$ cat config.mk
export PLATFORM = sky130hd
export DESIGN_NAME = uart_rx
export DESIGN_NICKNAME = d
export VERILOG_FILES = /design/src/rtl/uart_rx.sv
export SDC_FILE = /design/constraint.sdc
export NUM_CORES = 1
export LEC_CHECK = 0
export BUFFER_PORTS_ARGS = -buffer_cell sky130_fd_sc_hd__buf_4
export CORE_MARGIN = 4
export CORE_UTILIZATION = 26
export CTS_BUF_LIST = sky130_fd_sc_hd__clkbuf_2
export DETAILED_ROUTE_END_ITERATION = 10
export PLACE_DENSITY = 0.39
export SETUP_SLACK_MARGIN = 0.4
export SYNTH_ARGS = -nofsm -noshare
export SYNTH_HDL_FRONTEND = slang
export SYNTH_SLANG_ARGS = --single-unit
$ cat constraint.sdc
create_clock -name clock -period 2.2 [get_ports clock]
set_clock_uncertainty 0.2 [all_clocks]
set_input_delay 0.33 -clock clock [delete_from_list [all_inputs] [get_ports clock]]
set_output_delay 0.33 -clock clock [all_outputs]
set_load 0.02 [all_outputs]
$ cat src/rtl/uart_rx.sv
// UART receiver: 8N1 frames, 2-flop rx synchronizer, mid-bit sampling, one-cycle strobes.
// Define UART_RX_PARITY_EN to receive 8E1 frames with an even-parity check.
module uart_rx #(
    parameter int CLOCKS_PER_BIT = 434,
    parameter int COUNTER_WIDTH  = $clog2(CLOCKS_PER_BIT)
) (
    input  logic       clock,
    input  logic       reset,
    input  logic       rx,
    output logic [7:0] received_data,
    output logic       data_valid,
    output logic       is_receiving,
    output logic       framing_error,
    output logic       parity_error,
    output logic [2:0] debug_state
);
    typedef enum logic [2:0] {
        IDLE       = 3'd0,
        START_BIT  = 3'd1,
        DATA_BITS  = 3'd2,
        PARITY_BIT = 3'd3,
        STOP_BIT   = 3'd4,
        CLEANUP    = 3'd5
    } state_t;

    localparam logic [COUNTER_WIDTH-1:0] HALF_TICK = COUNTER_WIDTH'((CLOCKS_PER_BIT - 1) / 2);
    localparam logic [COUNTER_WIDTH-1:0] LAST_TICK = COUNTER_WIDTH'(CLOCKS_PER_BIT - 1);

    state_t                   state, state_next;
    logic                     rx_meta, rx_sync;
    logic [COUNTER_WIDTH-1:0] counter, counter_next;
    logic [2:0]               index, index_next;
    logic [7:0]               shift_reg, shift_reg_next;
    logic [7:0]               received_data_next;
    logic                     data_valid_next, framing_error_next, parity_error_next;
    logic                     is_receiving_next;
    logic                     parity_bad;

`ifdef UART_RX_PARITY_EN
    logic parity_bit, parity_bit_next;
    assign parity_bad = parity_bit != (^shift_reg);
`else
    assign parity_bad = 1'b0;
`endif

    always_ff @(posedge clock) begin
        if (reset) begin
            rx_meta       <= 1'b1;
            rx_sync       <= 1'b1;
            state         <= IDLE;
            counter       <= '0;
            index         <= '0;
            shift_reg     <= '0;
            received_data <= '0;
            data_valid    <= 1'b0;
            framing_error <= 1'b0;
            parity_error  <= 1'b0;
            is_receiving  <= 1'b0;
            debug_state   <= IDLE;
`ifdef UART_RX_PARITY_EN
            parity_bit    <= 1'b0;
`endif
        end else begin
            // NOTE: non-blocking so every register samples the pre-edge value of the others.
            rx_meta       <= rx;
            rx_sync       <= rx_meta;
            state         <= state_next;
            counter       <= counter_next;
            index         <= index_next;
            shift_reg     <= shift_reg_next;
            received_data <= received_data_next;
            data_valid    <= data_valid_next;
            framing_error <= framing_error_next;
            parity_error  <= parity_error_next;
            is_receiving  <= is_receiving_next;
            debug_state   <= state;
`ifdef UART_RX_PARITY_EN
            parity_bit    <= parity_bit_next;
`endif
        end
    end

    always_comb begin
        // NOTE: defaults first so no branch leaves a signal unassigned (no latches).
        state_next         = state;
        counter_next       = counter;
        index_next         = index;
        shift_reg_next     = shift_reg;
        received_data_next = received_data;
        is_receiving_next  = is_receiving;
        data_valid_next    = 1'b0;
        framing_error_next = 1'b0;
        parity_error_next  = 1'b0;
`ifdef UART_RX_PARITY_EN
        parity_bit_next    = parity_bit;
`endif
        case (state)
            IDLE: begin
                counter_next      = '0;
                index_next        = '0;
                is_receiving_next = 1'b0;
                if (!rx_sync) begin
                    state_next        = START_BIT;
                    is_receiving_next = 1'b1;
                end
            end
            START_BIT: begin
                if (counter == HALF_TICK) begin
                    counter_next = '0;
                    if (!rx_sync) begin
                        state_next = DATA_BITS;
                    end else begin
                        // Start bit gone by mid-bit: a glitch, drop it silently.
                        state_next        = IDLE;
                        is_receiving_next = 1'b0;
                    end
                end else begin
                    counter_next = counter + 1'b1;
                end
            end
            DATA_BITS: begin
                if (counter == LAST_TICK) begin
                    counter_next              = '0;
                    shift_reg_next[index]     = rx_sync;
                    if (index == 3'd7) begin
                        index_next = '0;
`ifdef UART_RX_PARITY_EN
                        state_next = PARITY_BIT;
`else
                        state_next = STOP_BIT;
`endif
                    end else begin
                        index_next = index + 1'b1;
                    end
                end else begin
                    counter_next = counter + 1'b1;
                end
            end
`ifdef UART_RX_PARITY_EN
            PARITY_BIT: begin
                if (counter == LAST_TICK) begin
                    counter_next    = '0;
                    parity_bit_next = rx_sync;
                    state_next      = STOP_BIT;
                end else begin
                    counter_next = counter + 1'b1;
                end
            end
`endif
            STOP_BIT: begin
                if (counter == LAST_TICK) begin
                    counter_next       = '0;
                    is_receiving_next  = 1'b0;
                    state_next         = CLEANUP;
                    framing_error_next = !rx_sync;
                    parity_error_next  = parity_bad;
                    if (rx_sync && !parity_bad) begin
                        received_data_next = shift_reg;
                        data_valid_next    = 1'b1;
                    end
                end else begin
                    counter_next = counter + 1'b1;
                end
            end
            CLEANUP: begin
                // Hold here through a break so a stuck-low line cannot start a frame.
                if (rx_sync) begin
                    state_next = IDLE;
                end
            end
            default: state_next = IDLE;
        endcase
    end
endmodule

# After elaboration in Yosys (flattened, before gate mapping)
# Index checks and enable logic that the tools add are counted.
[totals] reg_bits=39 latch_bits=0 ram_bits=0 rom_bits=0 output_inout_bits=15 n_memories=0
[op_classes] add_sub_neg=2 n_mul=0 div_mod_pow=0 magnitude_cmp=2 n_eq_ne=14 shift=0 n_mux=23 bitwise_logic=2 reduce_logical=13
[ops] op="one-hot mux 9 bit (3 select lines)" count=1
[ops] op="two-way mux 3 bit" count=8
[ops] op="two-way mux 9 bit" count=2
[ops] op="one-hot mux 3 bit (5 select lines)" count=1
[ops] op="inequality test 2 bit, second input constant" count=7
[ops] op="adder 9 x 1 -> 9 bit, second input constant" count=1
[ops] op="== test 3 bit, second input constant" count=3
[ops] op="== test 9 x 8 -> 1 bit, second input constant" count=1
[ops] op="== test 9 bit, second input constant" count=1
[ops] op="bitwise mux 8 bit" count=1
[ops] op="two-way mux 1 bit" count=6
[ops] op="one-hot mux 3 bit (2 select lines)" count=1
[ops] op="AND reduction 6 bit" count=1
[ops] op="nonzero test 3 bit" count=2
[ops] op="less-than comparator 3 x 4 -> 1 bit, second input constant" count=1
[ops] op="AND reduction 2 bit" count=2
[ops] op="AND reduction 4 bit" count=1
[ops] op="adder 3 x 1 -> 3 bit, second input constant" count=1
[ops] op="demux 1 bit (select 3 bit)" count=1
[ops] op="== test 3 x 1 -> 1 bit, second input constant" count=1
[ops] op="== test 3 x 2 -> 1 bit, second input constant" count=1
[ops] op=">= comparator 3 x 1 -> 1 bit, second input constant" count=1
[ops] op="logical NOT 3 bit" count=1
[ops] op="one-hot mux 1 bit (3 select lines)" count=1
[ops] op="other kinds (8)" count=9

# Logic depth before layout (Yosys ltp)
[logic_depth] depth_word=5 mapped_depth=8

# Worst setup path before layout
# OpenSTA, ideal clock, no wires.
[synth_path] path_kind="register -> register" startpoint="register counter[1]" endpoint="register counter[1]" arrival_ps=1619 required_time_ps=1929 slack_ps=311 stages_incl_launch_ff=8 path_buffers=1 synth_period_minus_slack_ps=1889 path_cell_list="dfxtp_1 -> inv_1 -> ha_1 -> and4_1 -> clkbuf_2 -> a221oi_2 -> o21ai_0 -> a21oi_1"
[synth_via] elab_chain_len=3 elab_cells_between_ends=6
[synth_lines] item="from (decl)" line="31" rtl="logic [COUNTER_WIDTH-1:0] counter, counter_next;"
[synth_lines] item="from (signal assigned)" line="68" rtl="counter <= counter_next;"
[synth_lines] item="adder 9 x 1 -> 9 bit, or another cell as far along" line="118, 136, 162"
[synth_lines] item="two-way mux 9 bit (on tied branches)" line="122, 151, 108"
[synth_lines] item="one-hot mux 9 bit (3 select lines) *" line="97" rtl="case (state)"
# Mark *: on every way between the ends. The rest lies on a longest branch, timed or not.
# A chain may end at the register's enable or synchronous reset.

# Worst setup path in the final report
[layout_path] startpoint="register counter[1]" endpoint="register index[0]"
[layout_via] elab_chain_len=3
[layout_lines] item="== test 9 bit" line="122" rtl="if (counter == LAST_TICK) begin"
[layout_lines] item="inequality test 2 bit (no source line)"
[layout_lines] item="AND reduction 2 bit (no source line)"
[layout_lines] item="to (signal assigned)" line="69" rtl="index <= index_next;"
[layout_lines] item="to (decl)" line="32" rtl="logic [2:0] index, index_next;"
# Every way passes these cells.

==> metrics <==
status=finished, final reports clean; Diodes inserted=0; TritonRoute pass-1 iters=4; Startpoint Class=register; die width=92.20 um; DR iter-0 viols=65; largest family of logic cells by synthesized area=simple AND/OR/NAND/NOR gates; synthesized flop and latch total=39; detailed-route via count=1,697; NumNets Final=266; unique cell type count in the Yosys netlist=46; power density cells=496.8 nW/um^2; Fin. Hold Viols=0; die area=8500 sq um; Die H=92.20 um; path depth of the worst reg2reg path=6; max frequency=551.5 MHz; CTS Buf Count=5; Ports=18; highest-delay cell along the critical path=or4b_4; CTS H-tree lvls=2; Reg clk slew, reported paths=0.22 ns; syn nets=217; period utilization=0.8241; overall power=1.355 mW; Req. time, crit path=2.36 ns; Max-Cap Viols=0; GRT overflow=0; pre-CTS setup slack=0.1882 ns; Slew Limit Fails=0; Worst VDD drop=0.0002163 V; hold-critical path depth=3; register share of total power=0.536; initial antenna violation count=0; WP data arrival=1.97 ns; post-route ant nets=0; top_reg_cell synth=dfxtp_1; Netlist Area Pre-Place=1843 sq um; syn_area_per_cell=8.818 sq um; Synth Area in Adders=0.03938; vias in the first global route=1,639; Worst Setup End Kind=register; port bufs=16; Gate Count Post-Synth=209; share of flip-flops with an asynchronous set or reset=0; P_sw=0.3612 mW; power share of the combinational group=0.140; latest clock arrival within the worst-skew pair=0.40 ns; CTS tree=yes; max FFs per register=9; static leakage=1.054 nW; Routed Wire Length=5.042 mm; Int Power=0.9938 mW; WHS=0.1498 ns; post-route worst setup slack=0.3869 ns; Synth-to-Final Area Change=48.00%; Clock Power Share=0.324; proportion of synthesized area in mux cells=0.06517; layout cells sized above 1=0.4496; vias per cell=4.794; detailed placer's ending HPWL=3.130 mm; critical path class=reg2reg; Avg WL per Cell=14.24 um; simple-gate share of the synthesized area=0.2722; Switching Fraction=0.2665; unrepaired setup endpoints after global routing=true; first-pass GRT wire length=8.155 mm; clock root buffer=clkbuf_2; Seq/Total Area, Yosys=0.4236; min-delay worst type=in2reg; Longest Clk Path Bufs=2; routability cong.=0.7436; global-route usage over all layers=0.1206; Post-synth EDFFs=0; # rows=30; minimum clock period after layout=1.813 ns; clk sinks=39; post-synthesis xor/xnor area fraction=0; crit path cell chain=inv_2 > ha_4 > and4_4 > a21boi_4 > or4b_4 > a21oi_2; Design Area, Final=2728 sq um; post-synthesis compound-gate area fraction=0.1589; CP Max Fanout=7; total negative slack=0 ns; max incr delay on CP=0.48 ns; Initial Util=0.2698; setup violators final=0; DP Area=2155 sq um; YS warnings=0; Placeable Area=6832 sq um; largest net degree at the start of global routing=25; drc violations=0
## repair_timing
item / 4_1_cts / 5_1_grt
endpoints found under the setup margin: 31 / 28
gates resized for setup: 27 / 58
buffers inserted: 7 / 14
pin swaps: 2 / 23
cloned: 0 / 1
hold buffers: 1 / 0
hold endpoints to repair: 1 / 0
## metrics by stage
stage | utilization | instances
2_1_floorplan | - | 209
3_3_place_gp | 0.3154 | 324
3_5_place_dp | 0.3154 | 324
4_1_cts | 0.3452 | 339
5_1_grt | 0.3993 | 354
6_report | 0.3993 | 354
## final cells by class
cell class / instances / area [sq um]
Fill cell: 724 / 4104
Multi-Input combinational cell: 154 / 1256
Timing Repair Buffer: 54 / 460.4
Inverter: 4 / 17.52
Clock buffer: 5 / 25.02
Tap cell: 96 / 120.1
Sequential cell: 39 / 810.8
Clock inverter: 2 / 37.54
## layer usage
layer / global-route usage / up-vias / routed length [um]
met4: 0.04703 / 0 / 108
met2: 0.1946 / 27 / 2479
met5: 0 / - / 0
met3: 0.02871 / 9 / 110
li1: - / 850 / -
met1: 0.1547 / 811 / 2344
## power groups by stage
| stage | logic [mW] | clock network [mW] | registers (mW) |
|---|---|---|---|
| after CTS | 0.126 | 0.464 | 0.726 |
| after global routing | 0.209 | 0.487 | 0.730 |
| after global placement | 0.111 | 0 | 0.745 |
| final | 0.190 | 0.438 | 0.726 |
| after floorplan | 0.0704 | 0 | 0.743 |
| after detailed placement | 0.108 | 0 | 0.745 |
## cells by family (layout without fill, tap and decap cells)
group           count (synthesis)  count (layout)
compound gates                 41              41
fa+ha+maj                       6               6
buf+inv                        16              65
flops                          39              39
mux                            12              12
other cells                     1               1
simple gates                   94              94
## Yosys cell counts (2+ instances only)
| cell | number | share of area |
|---|---|---|
| and4_1 | 2 | 0.0095 |
| nand2b_1 | 5 | 0.017 |
| nor4_1 | 5 | 0.017 |
| nand2_1 | 28 | 0.057 |
| o31a_1 | 2 | 0.0095 |
| inv_1 | 4 | 0.0081 |
| nor2_1 | 20 | 0.041 |
| and2_1 | 5 | 0.017 |
| or3b_2 | 2 | 0.0095 |
| mux2i_1 | 12 | 0.065 |
| nand4_1 | 2 | 0.0068 |
| o31ai_1 | 4 | 0.016 |
| o21a_1 | 2 | 0.0081 |
| buf_2 | 2 | 0.0054 |
| nor2b_1 | 4 | 0.014 |
| o211ai_1 | 4 | 0.016 |
| clkbuf_1 | 6 | 0.012 |
| ha_1 | 5 | 0.034 |
| dfxtp_1 | 39 | 0.42 |
| o21ai_0 | 4 | 0.011 |
| o221ai_1 | 6 | 0.029 |
| buf_4 | 2 | 0.0081 |
| or2_2 | 3 | 0.010 |
| nor3_1 | 6 | 0.016 |
| nand3_1 | 3 | 0.0081 |
| a211oi_1 | 2 | 0.0081 |
| nand4b_1 | 2 | 0.0095 |
| a31oi_1 | 2 | 0.0068 |
| a21oi_1 | 9 | 0.024 |
## worst max-delay path: cells and delay by family, from the launching register on
family | cells | cell delay, ns
adder cells (fa/ha/maj) | 1 | 0.13
buffers and inverters | 1 | 0.09
AO/OA/AOI/OAI | 2 | 0.22
AND/OR/NAND/NOR | 2 | 0.79
flip-flops | 1 | 0.36
## placed cells by master, fill, tap and decap left out, drive strengths merged, types with 2 or more instances in the layout
| master | n |
|---|---|
| buf | 53 |
| dfxtp | 39 |
| nand2 | 28 |
| nor2 | 20 |
| mux2i | 12 |
| a21oi | 9 |
| o221ai | 6 |
| nor3 | 6 |
| clkbuf | 5 |
| nand2b | 5 |
| and2 | 5 |
| nor4 | 5 |
| ha | 5 |
| nor2b | 4 |
| o31ai | 4 |
| o211ai | 4 |
| o21ai | 4 |
| inv | 4 |
| nand3 | 3 |
| or2 | 3 |
| nor4b | 2 |
| nand4 | 2 |
| or3b | 2 |
| nand4b | 2 |
| a31oi | 2 |
| o31a | 2 |
| o21a | 2 |
| and4 | 2 |
| a211oi | 2 |
## final timing paths
check	endpoint	slack [ns]	from
worst min register to register	rx_sync$_SDFF_PP1_	0.24	rx_meta$_SDFF_PP1_
worst min-delay path	index[0]$_SDFFE_PP0P_	0.15	reset
worst max-delay path	index[0]$_SDFFE_PP0P_	0.39	counter[1]$_SDFFE_PP0P_
worst max register to register	index[0]$_SDFFE_PP0P_	0.39	counter[1]$_SDFFE_PP0P_
Note: power is estimated with default switching activity, not from simulation.
